<file path="config.mk">
export PLATFORM = sky130hd
export DESIGN_NAME = ppm16_mod_flat
export DESIGN_NICKNAME = d
export VERILOG_FILES = /design/src/rtl/ppm16_mod_if.sv /design/src/rtl/ppm16_mod.sv /design/src/flat_wrapper.sv
export SDC_FILE = /design/constraint.sdc
export NUM_CORES = 1
export LEC_CHECK = 0
export ABC_CLOCK_PERIOD_IN_PS = 3900
export CAP_MARGIN = 5
export CORE_UTILIZATION = 55
export DETAILED_ROUTE_END_ITERATION = 7
export PLACE_DENSITY_LB_ADDON = 0.05
export SYNTH_ARGS = -nofsm -noshare
export SYNTH_HDL_FRONTEND = slang
export SYNTH_SLANG_ARGS = --single-unit
</file>
<file path="constraint.sdc">
create_clock -name clk -period 3.9 [get_ports clk]
set_input_delay 1.17 -clock clk [delete_from_list [all_inputs] [get_ports clk]]
set_output_delay 1.17 -clock clk [all_outputs]
set_load 0.02 [all_outputs]
</file>
<file path="src/rtl/ppm16_mod_if.sv">
// Packet-side bus of the 16-PPM modulator: start/length request, symbol feed
// with ready/valid handshake, and the chip stream plus status back out.
interface ppm16_mod_if;
   logic        tx_start;
   logic [15:0] data_len;
   logic [3:0]  din;
   logic        din_valid;
   logic        din_ready;
   logic        dout;
   logic        busy;
   logic        tx_done;
   logic        tx_underrun;

   modport master (
      output tx_start, data_len, din, din_valid,
      input  din_ready, dout, busy, tx_done, tx_underrun
   );

   modport slave (
      input  tx_start, data_len, din, din_valid,
      output din_ready, dout, busy, tx_done, tx_underrun
   );
endinterface

</file>
<file path="src/rtl/ppm16_mod.sv">
// 16-PPM packet modulator: preamble (0/F alternating), 4-nibble length header,
// then buffered data symbols; one chip high per symbol, CHIP_BITS cycles each.
module ppm16_mod #(
   parameter int CHIP_BITS    = 3,
   parameter int PREAMBLE_LEN = 8
) (
   input  logic       clk,
   input  logic       resetn,
   ppm16_mod_if.slave bus
);

   localparam int BW = (CHIP_BITS > 1) ? $clog2(CHIP_BITS) : 1;
   localparam logic [BW-1:0] LAST_BIT = BW'(CHIP_BITS - 1);
   localparam logic [15:0]   PRE_LAST = 16'(PREAMBLE_LEN - 1);

   typedef enum logic [1:0] {S_IDLE, S_PRE, S_HDR, S_DATA} state_t;

   state_t        r_state, w_nxt_state;
   logic [BW-1:0] r_bit, w_nxt_bit;
   logic [3:0]    r_chip, w_nxt_chip;
   logic [15:0]   r_sym, w_nxt_sym;
   logic [3:0]    r_val, w_nxt_val;
   logic [15:0]   r_len, r_fetched;
   logic [3:0]    r_buf;
   logic          r_full, r_dout, r_done, r_und;
   logic          w_sym_end, w_bnd, w_consume, w_underrun, w_done, w_nxt_dout;
   logic          w_busy, w_ready, w_xfer;

   function automatic logic [3:0] hdr_nib(input logic [15:0] len, input logic [1:0] idx);
      unique case (idx)
         2'd0: return len[15:12];
         2'd1: return len[11:8];
         2'd2: return len[7:4];
         2'd3: return len[3:0];
      endcase
   endfunction

   assign w_sym_end = (r_bit == LAST_BIT) && (r_chip == 4'd15);
   assign w_xfer    = bus.din_valid && w_ready;

   always_ff @(posedge clk) begin
      if (!resetn) r_state <= S_IDLE;
      else         r_state <= w_nxt_state;
   end

   // Counters here describe the position dout will show next cycle, so the
   // registered dout lines up with the state it belongs to.
   always_comb begin
      w_nxt_state = r_state;
      w_nxt_bit   = r_bit + BW'(1);
      w_nxt_chip  = r_chip;
      w_nxt_sym   = r_sym;
      w_nxt_val   = r_val;
      w_bnd       = 1'b0;
      w_consume   = 1'b0;
      w_underrun  = 1'b0;
      w_done      = 1'b0;
      if (r_bit == LAST_BIT) begin
         w_nxt_bit  = '0;
         w_nxt_chip = r_chip + 4'd1;
      end
      unique case (r_state)
         S_IDLE: begin
            w_nxt_bit  = '0;
            w_nxt_chip = '0;
            w_nxt_sym  = '0;
            w_nxt_val  = 4'h0;
            if (bus.tx_start) w_nxt_state = S_PRE;
         end
         S_PRE: begin
            if (w_sym_end) begin
               if (r_sym == PRE_LAST) begin
                  w_nxt_state = S_HDR;
                  w_nxt_sym   = '0;
                  w_nxt_val   = r_len[15:12];
               end else begin
                  w_nxt_sym = r_sym + 16'd1;
                  w_nxt_val = r_sym[0] ? 4'h0 : 4'hF;
               end
            end
         end
         S_HDR: begin
            if (w_sym_end) begin
               if (r_sym == 16'd3) begin
                  if (r_len != 16'd0) begin
                     w_nxt_state = S_DATA;
                     w_nxt_sym   = '0;
                     w_bnd       = 1'b1;
                  end else begin
                     w_nxt_state = S_IDLE;
                     w_done      = 1'b1;
                  end
               end else begin
                  w_nxt_sym = r_sym + 16'd1;
                  w_nxt_val = hdr_nib(r_len, r_sym[1:0] + 2'd1);
               end
            end
         end
         S_DATA: begin
            if (r_und) begin
               w_nxt_state = S_IDLE;
            end else if (w_sym_end) begin
               if (r_sym == r_len - 16'd1) begin
                  w_nxt_state = S_IDLE;
                  w_done      = 1'b1;
               end else begin
                  w_nxt_sym = r_sym + 16'd1;
                  w_bnd     = 1'b1;
               end
            end
         end
      endcase
      if (w_bnd) begin
         if (r_full) begin
            w_consume = 1'b1;
            w_nxt_val = r_buf;
         end else begin
            w_underrun = 1'b1;
         end
      end
      w_nxt_dout = (w_nxt_state != S_IDLE) && !w_underrun && !r_und &&
                   (w_nxt_chip == w_nxt_val);
   end

   // While idle only the accepting cycle may prefetch; the buffer is cleared there.
   always_comb begin
      w_busy  = (r_state != S_IDLE);
      w_ready = w_busy ? (!r_full && (r_fetched < r_len))
                       : (bus.tx_start && (bus.data_len != 16'd0));
   end

   always_ff @(posedge clk) begin
      if (!resetn) begin
         r_bit     <= '0;
         r_chip    <= '0;
         r_sym     <= '0;
         r_val     <= '0;
         r_len     <= '0;
         r_fetched <= '0;
         r_buf     <= '0;
         r_full    <= 1'b0;
         r_dout    <= 1'b0;
         r_done    <= 1'b0;
         r_und     <= 1'b0;
      end else begin
         r_bit  <= w_nxt_bit;
         r_chip <= w_nxt_chip;
         r_sym  <= w_nxt_sym;
         r_val  <= w_nxt_val;
         r_dout <= w_nxt_dout;
         r_done <= w_done;
         r_und  <= w_underrun;
         if (r_state == S_IDLE) begin
            r_full    <= w_xfer;
            r_fetched <= {15'd0, w_xfer};
            if (w_xfer)       r_buf <= bus.din;
            if (bus.tx_start) r_len <= bus.data_len;
         end else if (w_xfer) begin
            r_full    <= 1'b1;
            r_buf     <= bus.din;
            r_fetched <= r_fetched + 16'd1;
         end else if (w_consume) begin
            r_full <= 1'b0;
         end
      end
   end

   assign bus.dout        = r_dout;
   assign bus.busy        = w_busy;
   assign bus.din_ready   = w_ready;
   assign bus.tx_done     = r_done;
   assign bus.tx_underrun = r_und;

endmodule
</file>
<file path="src/flat_wrapper.sv">
// flat-port wrapper written by rule: the top's interface ports become plain ports
module ppm16_mod_flat 
#(
   parameter int CHIP_BITS    = 3,
   parameter int PREAMBLE_LEN = 8
)
  (clk, resetn, bus_tx_start, bus_data_len, bus_din, bus_din_valid, bus_din_ready, bus_dout, bus_busy, bus_tx_done, bus_tx_underrun);
  ppm16_mod_if bus_i ();
  input  logic clk;
  input  logic resetn;
  input wire logic [$bits(bus_i.tx_start)-1:0] bus_tx_start;
  input wire logic [$bits(bus_i.data_len)-1:0] bus_data_len;
  input wire logic [$bits(bus_i.din)-1:0] bus_din;
  input wire logic [$bits(bus_i.din_valid)-1:0] bus_din_valid;
  output wire logic [$bits(bus_i.din_ready)-1:0] bus_din_ready;
  output wire logic [$bits(bus_i.dout)-1:0] bus_dout;
  output wire logic [$bits(bus_i.busy)-1:0] bus_busy;
  output wire logic [$bits(bus_i.tx_done)-1:0] bus_tx_done;
  output wire logic [$bits(bus_i.tx_underrun)-1:0] bus_tx_underrun;
  assign bus_i.tx_start = bus_tx_start;
  assign bus_i.data_len = bus_data_len;
  assign bus_i.din = bus_din;
  assign bus_i.din_valid = bus_din_valid;
  assign bus_din_ready = bus_i.din_ready;
  assign bus_dout = bus_i.dout;
  assign bus_busy = bus_i.busy;
  assign bus_tx_done = bus_i.tx_done;
  assign bus_tx_underrun = bus_i.tx_underrun;
  ppm16_mod #(.CHIP_BITS(CHIP_BITS), .PREAMBLE_LEN(PREAMBLE_LEN)) u_core (.clk(clk), .resetn(resetn), .bus(bus_i));
endmodule
</file>
Word-level counts from Yosys, hierarchy flattened
Index checks and enable logic that the tools add are counted.

word-level totals
  register bits after elaboration = 68
  word-level logic and storage cells = 115

cells by class
  add/sub/neg operators = 6
  muxes and demuxes = 54
  bitwise logic cells = 1
  reductions and logical operators = 22
  eq/ne operators = 18
  $lt $le $gt $ge = 1

operator list
  cell                                                   number
  two-way mux 16 bit                                     8
  one-hot mux 16 bit (4 select lines)                    1
  two-way mux 4 bit                                      9
  adder 16 x 1 -> 16 bit, second input constant          2
  nonzero test 16 bit                                    2
  two-way mux 1 bit                                      22
  two-way mux 2 bit                                      9
  equality test 16 bit                                   1
  equality test 16 x 2 -> 1 bit, second input constant   1
  equality test 16 x 3 -> 1 bit, second input constant   1
  less-than comparator 16 bit                            1
  one-hot mux 4 bit (4 select lines)                     1
  subtractor 16 x 1 -> 16 bit, second input constant     1
  one-hot mux 4 bit (3 select lines)                     1
  equality test 2 bit, second input constant             5
  one-hot mux 2 bit (4 select lines)                     1
  logical AND 1 bit                                      7
  inequality test 2 x 1 -> 1 bit, second input constant  3
  AND reduction 6 bit                                    1
  nonzero test 2 bit                                     3
  adder 2 x 1 -> 2 bit, second input constant            2
  adder 4 x 1 -> 4 bit, second input constant            1
  equality test 2 x 1 -> 1 bit, second input constant    2
  equality test 4 bit                                    1
  other kinds (11)                                       16

Logic depth before layout (Yosys ltp)
Gate-level depths: netlist of the first run.

  depth after elaboration = 11
  mapped depth = 14

Worst setup path after synthesis of the first run
Ideal clock, no wire load.

  path type = reg-to-output
  start = register u_core.r_len[1]
  end = output bus_din_ready
  data arrival time = 2,575 ps
  path slack = 155 ps
  buffers on the path = 1
  cell stages (with the launch flop) = 11
  cell sequence = dfxtp_1 clkbuf_1 inv_1 ha_1 a21o_1 a21o_1 a21o_1 a21o_1 a2111oi_0 nor4_1 o21ai_0

between the ends
  cells in the longest elaborated chain, start to end = 3

ends and longest elaborated chain
  what                         line                source
  start: declaration           ppm16_mod.sv:23     logic [15:0] r_len, r_fetched;
  start signal: assignment     ppm16_mod.sv:157    if (bus.tx_start) r_len <= bus.data_len;
  less-than comparator 16 bit  ppm16_mod.sv:128    w_ready = w_busy ? (!r_full && (r_fetched < r_len))
  logical AND 1 bit            ppm16_mod.sv:128
  two-way mux 1 bit            ppm16_mod.sv:128
  end: declaration             flat_wrapper.sv:15  output wire logic [$bits(bus_i.din_ready)-1:0] bus_din_ready;

Every way passes these cells.

Final worst setup path of the first run
Ends and elaborated chain as after synthesis.

==> impl_results.md, run 1 <==
- Worst clock skew: 0.00477 ns
- Clock slew at reported path FFs: 0.07 ns
- PD cells: 308 nW/um^2
- WS Path Type: flop to output port
- Switching Fraction: 29.1%
- Nets: 670
- Combinational power share: 18.4%
- Origin of the worst setup path: u_core.r_len[1]
- Diode count: 0
- CP max-delay cell: a2111oi_2
- RSZ-0062 raised after global routing: no
- Crit path to: bus_din_ready
- Final Wtd Congestion: 0.961
- Synth area leaders: dfxtp_1 (30%), a21oi_1 (6.5%), ha_1 (6.4%)
- Root Driver: clkbuf_8
- Top_reg_cell synth: dfxtp_1
- Num rows: 32
- Pint: 1.14 mW
- Clock latency at the later pin of the worst-skew pair: 0.35 ns
- Critical path's most frequent cell: a21o_1
- IO buf count: 28
- Drt initial violations: 270
- Fillers: 697
- Multi-input logic area: 2930 um^2
- Share of layout cells above drive strength 1: 8.92%
- Final Power: 1.60 mW
- Synth Register Bits: 68
- Worst R2R Setup Slack: 0.34 ns
- Minimum clock period after layout: 3.67 ns
- DRC violations left: 0
- Crit start category: flop
- CTS tree: done
- Synth area leader: dfxtp_1
- Clk buf depth: 2
- Area Growth Syn to Fin: 14.9%
- Sequential-to-total area share from yosys stat: 30.0%
- CP required: 2.73 ns
- Hold Vio Cnt, Final: 0
- Largest net degree at the start of global routing: 21
- Gr usage total: 30.3%
- R2R Path End: u_core.bus.dout
- Area of the core: 7850 um^2
- Top-Level Pins: 29
- Cell variety after synth: 56
- Vias: 4541
- Hold-fix buffers, CTS: 0
- TritonRoute pass-1 iters: 5
- Synth top cells by count: dfxtp_1 (68), nand2_1 (63), a21oi_1 (59), nor2_1 (37), o21ai_0 (32)
- Hold WS: 0.442 ns
- HP Class: flop to flop
- Number of global-route vias before repair: 4351
- Status: finished clean
- Max stage delay on crit path: 0.39 ns
- Antenna-violating nets left: 0
- Flop pwr share: 46.1%
- Cell area after synthesis: 4530 um^2
- Clk pwr share: 35.6%
- Starting Density: 57.7%
- Final worst slack: 0.227 ns
- Critical R2R Launch: u_core.r_len[0]
- Most common cell in the netlist: dfxtp_1
- Post-synth EDFFs: 0
- Slew Viols, Final: 0
- Crit end category: output port
- Syn Nets: 638
- CTS buffer count: 9
- Max IR drop VDD: 227 uV
- Die Y-Extent: 92.8 um
- Global route overflow: 0
- Reg2Reg Depth: 14
- CP max FO: 2
- Worst slew pin tran: 1.13 ns
- Mean cell area of the mapped netlist: 7.67 um^2
- Post-DP HPWL: 9360 um
- CTS H-Tree Depth: 3
- Reg area: 1360 um^2
- Routed WL: 12500 um
- Area share of the largest cell type after synthesis: 30.0%
- Maxcap violations: 0
- Static leakage: 1.92 nW
- Vias per cell: 6.22
- Setup Viol. Count Final: 0
- Chip Width: 92.8 um
- Critical hold path startpoint: u_core.r_bit[0]
- Synth warnings: 0
- Switching Power: 467 uW
- First-pass GRT wire length: 20500 um
- Initial antenna violation count: 0
- Worst path cell trace: inv_1, ha_1, a21o_1, a21o_1, a21o_1, a21o_1, a2111oi_2, nor4_1, o21ai_0, clkbuf_2
- Arrival @ worst endpoint: 2.50 ns
- Clk sinks: 68
- F_max: 272 MHz
- DP Worst Slack: -0.167 ns
- Period utilization: 94.2%
- Post-synth ARST share: 0%
- Die area: 8600 um^2
- Slew margin rel.: 24.6%
- Routed wire per std cell: 17.1 um
- Setup_tns: 0 ns
- Cells after synthesis: 591
==> power by group through the flow <==
stage                     registers (mW)  clock network (mW)  logic [mW]
after global routing               0.740               0.603       0.322
final                              0.738               0.570       0.295
after detailed placement           0.753                   0       0.288
after global placement             0.753                   0       0.280
after CTS                          0.737               0.583       0.291
after floorplan                    0.739                   0       0.197
==> critical path: cells and delay by family (launching register included) <==
family | cells | cell delay (ns)
DFF | 1 | 0.33
adders and majority gates | 1 | 0.27
buffers and inverters | 2 | 0.25
AOI/OAI and AO/OA | 6 | 1.21
and+or+nand+nor | 1 | 0.07
==> state kept, by name, summed over array words and instances (netlist names) <==
name and cells:
u_core.r_chip 4, u_core.bus.dout 1, u_core.r_sym 16, u_core.r_full 1, u_core.r_fetched 16, u_core.bus.tx_underrun 1
u_core.r_bit 2, u_core.r_buf 4, u_core.r_state 2, u_core.r_val 4, u_core.r_len 16, u_core.bus.tx_done 1
==> worst min-delay path by stage <==
stage / to / slack (ns) / depth (start not counted)
2_1_floorplan: u_core.r_bit[0] / 0.40 / 1
3_3_place_gp: u_core.r_bit[0] / 0.41 / 1
3_5_place_dp: u_core.r_bit[0] / 0.44 / 1
4_1_cts: u_core.r_bit[0] / 0.45 / 1
5_1_grt: u_core.r_bit[0] / 0.48 / 1
6_report: u_core.r_bit[0] / 0.44 / 1
==> timing repair <==
action / CTS / global route
endpoints found under the setup margin: 1 / 1
resized for setup: 4 / 4
buffers inserted: 0 / 0
gates cloned: 0 / 0
==> placed cells by master, fill, tap and decap left out, types with 3 or more instances in the layout <==
cell,n
a222oi_1,4
and4_1,3
nor2_1,37
o21bai_1,3
a21o_1,6
nand4_1,15
o2111ai_1,3
and3_1,13
xnor2_1,22
clkinv_2,4
mux2i_1,12
or3_1,17
or4_1,9
nand2b_1,5
nor4_2,3
nand2_1,63
a31oi_1,9
nor2b_1,4
nor4_1,16
dfxtp_1,68
and2_1,10
nand3_1,16
buf_4,29
o31ai_1,5
inv_1,28
o41ai_1,3
xor2_1,12
clkbuf_8,9
a21oi_1,59
o21ai_0,32
clkdlybuf4s50_1,27
ha_1,23
o211ai_1,8
nor3_1,13
==> cells by family after synthesis <==
family / after synthesis / share of synthesized area [%]
buffers and inverters: 65 / 5.80
muxes: 14 / 3.15
adders and majority gates: 23 / 6.35
DFF: 68 / 30.0
xor gates and xnor gates: 34 / 6.57
and+or+nand+nor: 229 / 26.2
AOI/OAI and AO/OA: 158 / 21.9
==> layer usage <==
layer  share of wire (%)  track usage [%]  up-vias  wire (um)
met5                   0                0        -          0
met4                 2.5             12.8        0        313
met3                 4.9             3.78       28        609
met2                  47             51.7      141       5890
met1                  46             38.3     2136       5700
li1                    -                -     2236          -
==> stage by stage <==
stage | std cells | utilization, % | instance area, um^2
after floorplan | 591 | - | 4530
after global placement | 714 | 63.7 | 5000
after detailed placement | 714 | 63.7 | 5000
after CTS | 730 | 66.3 | 5200
after global routing | 730 | 66.4 | 5210
final | 730 | 66.4 | 5210
==> layout make-up <==
class                           count  share of cell area, %
Multi-Input combinational cell    458                   56.2
Sequential cell                    68                   26.1
Timing Repair Buffer               57                   9.47
Tap cell                          102                   2.45
Clock buffer                        9                   2.38
Inverter                           29                   2.09
Clock inverter                      7                   1.30
Note: power is estimated with default switching activity, not from simulation.
==> run 2, diff against run 1 <==
--- a/config.mk
+++ b/config.mk
@@ -5,6 +5,7 @@
 export SDC_FILE = /design/constraint.sdc
 export NUM_CORES = 1
 export LEC_CHECK = 0
+export ABC_AREA = 0
 export ABC_CLOCK_PERIOD_IN_PS = 3900
 export CAP_MARGIN = 5
 export CORE_UTILIZATION = 55
==> results of run 2 <==
The final DEF is identical to that of run 1; final timing and power are the same.
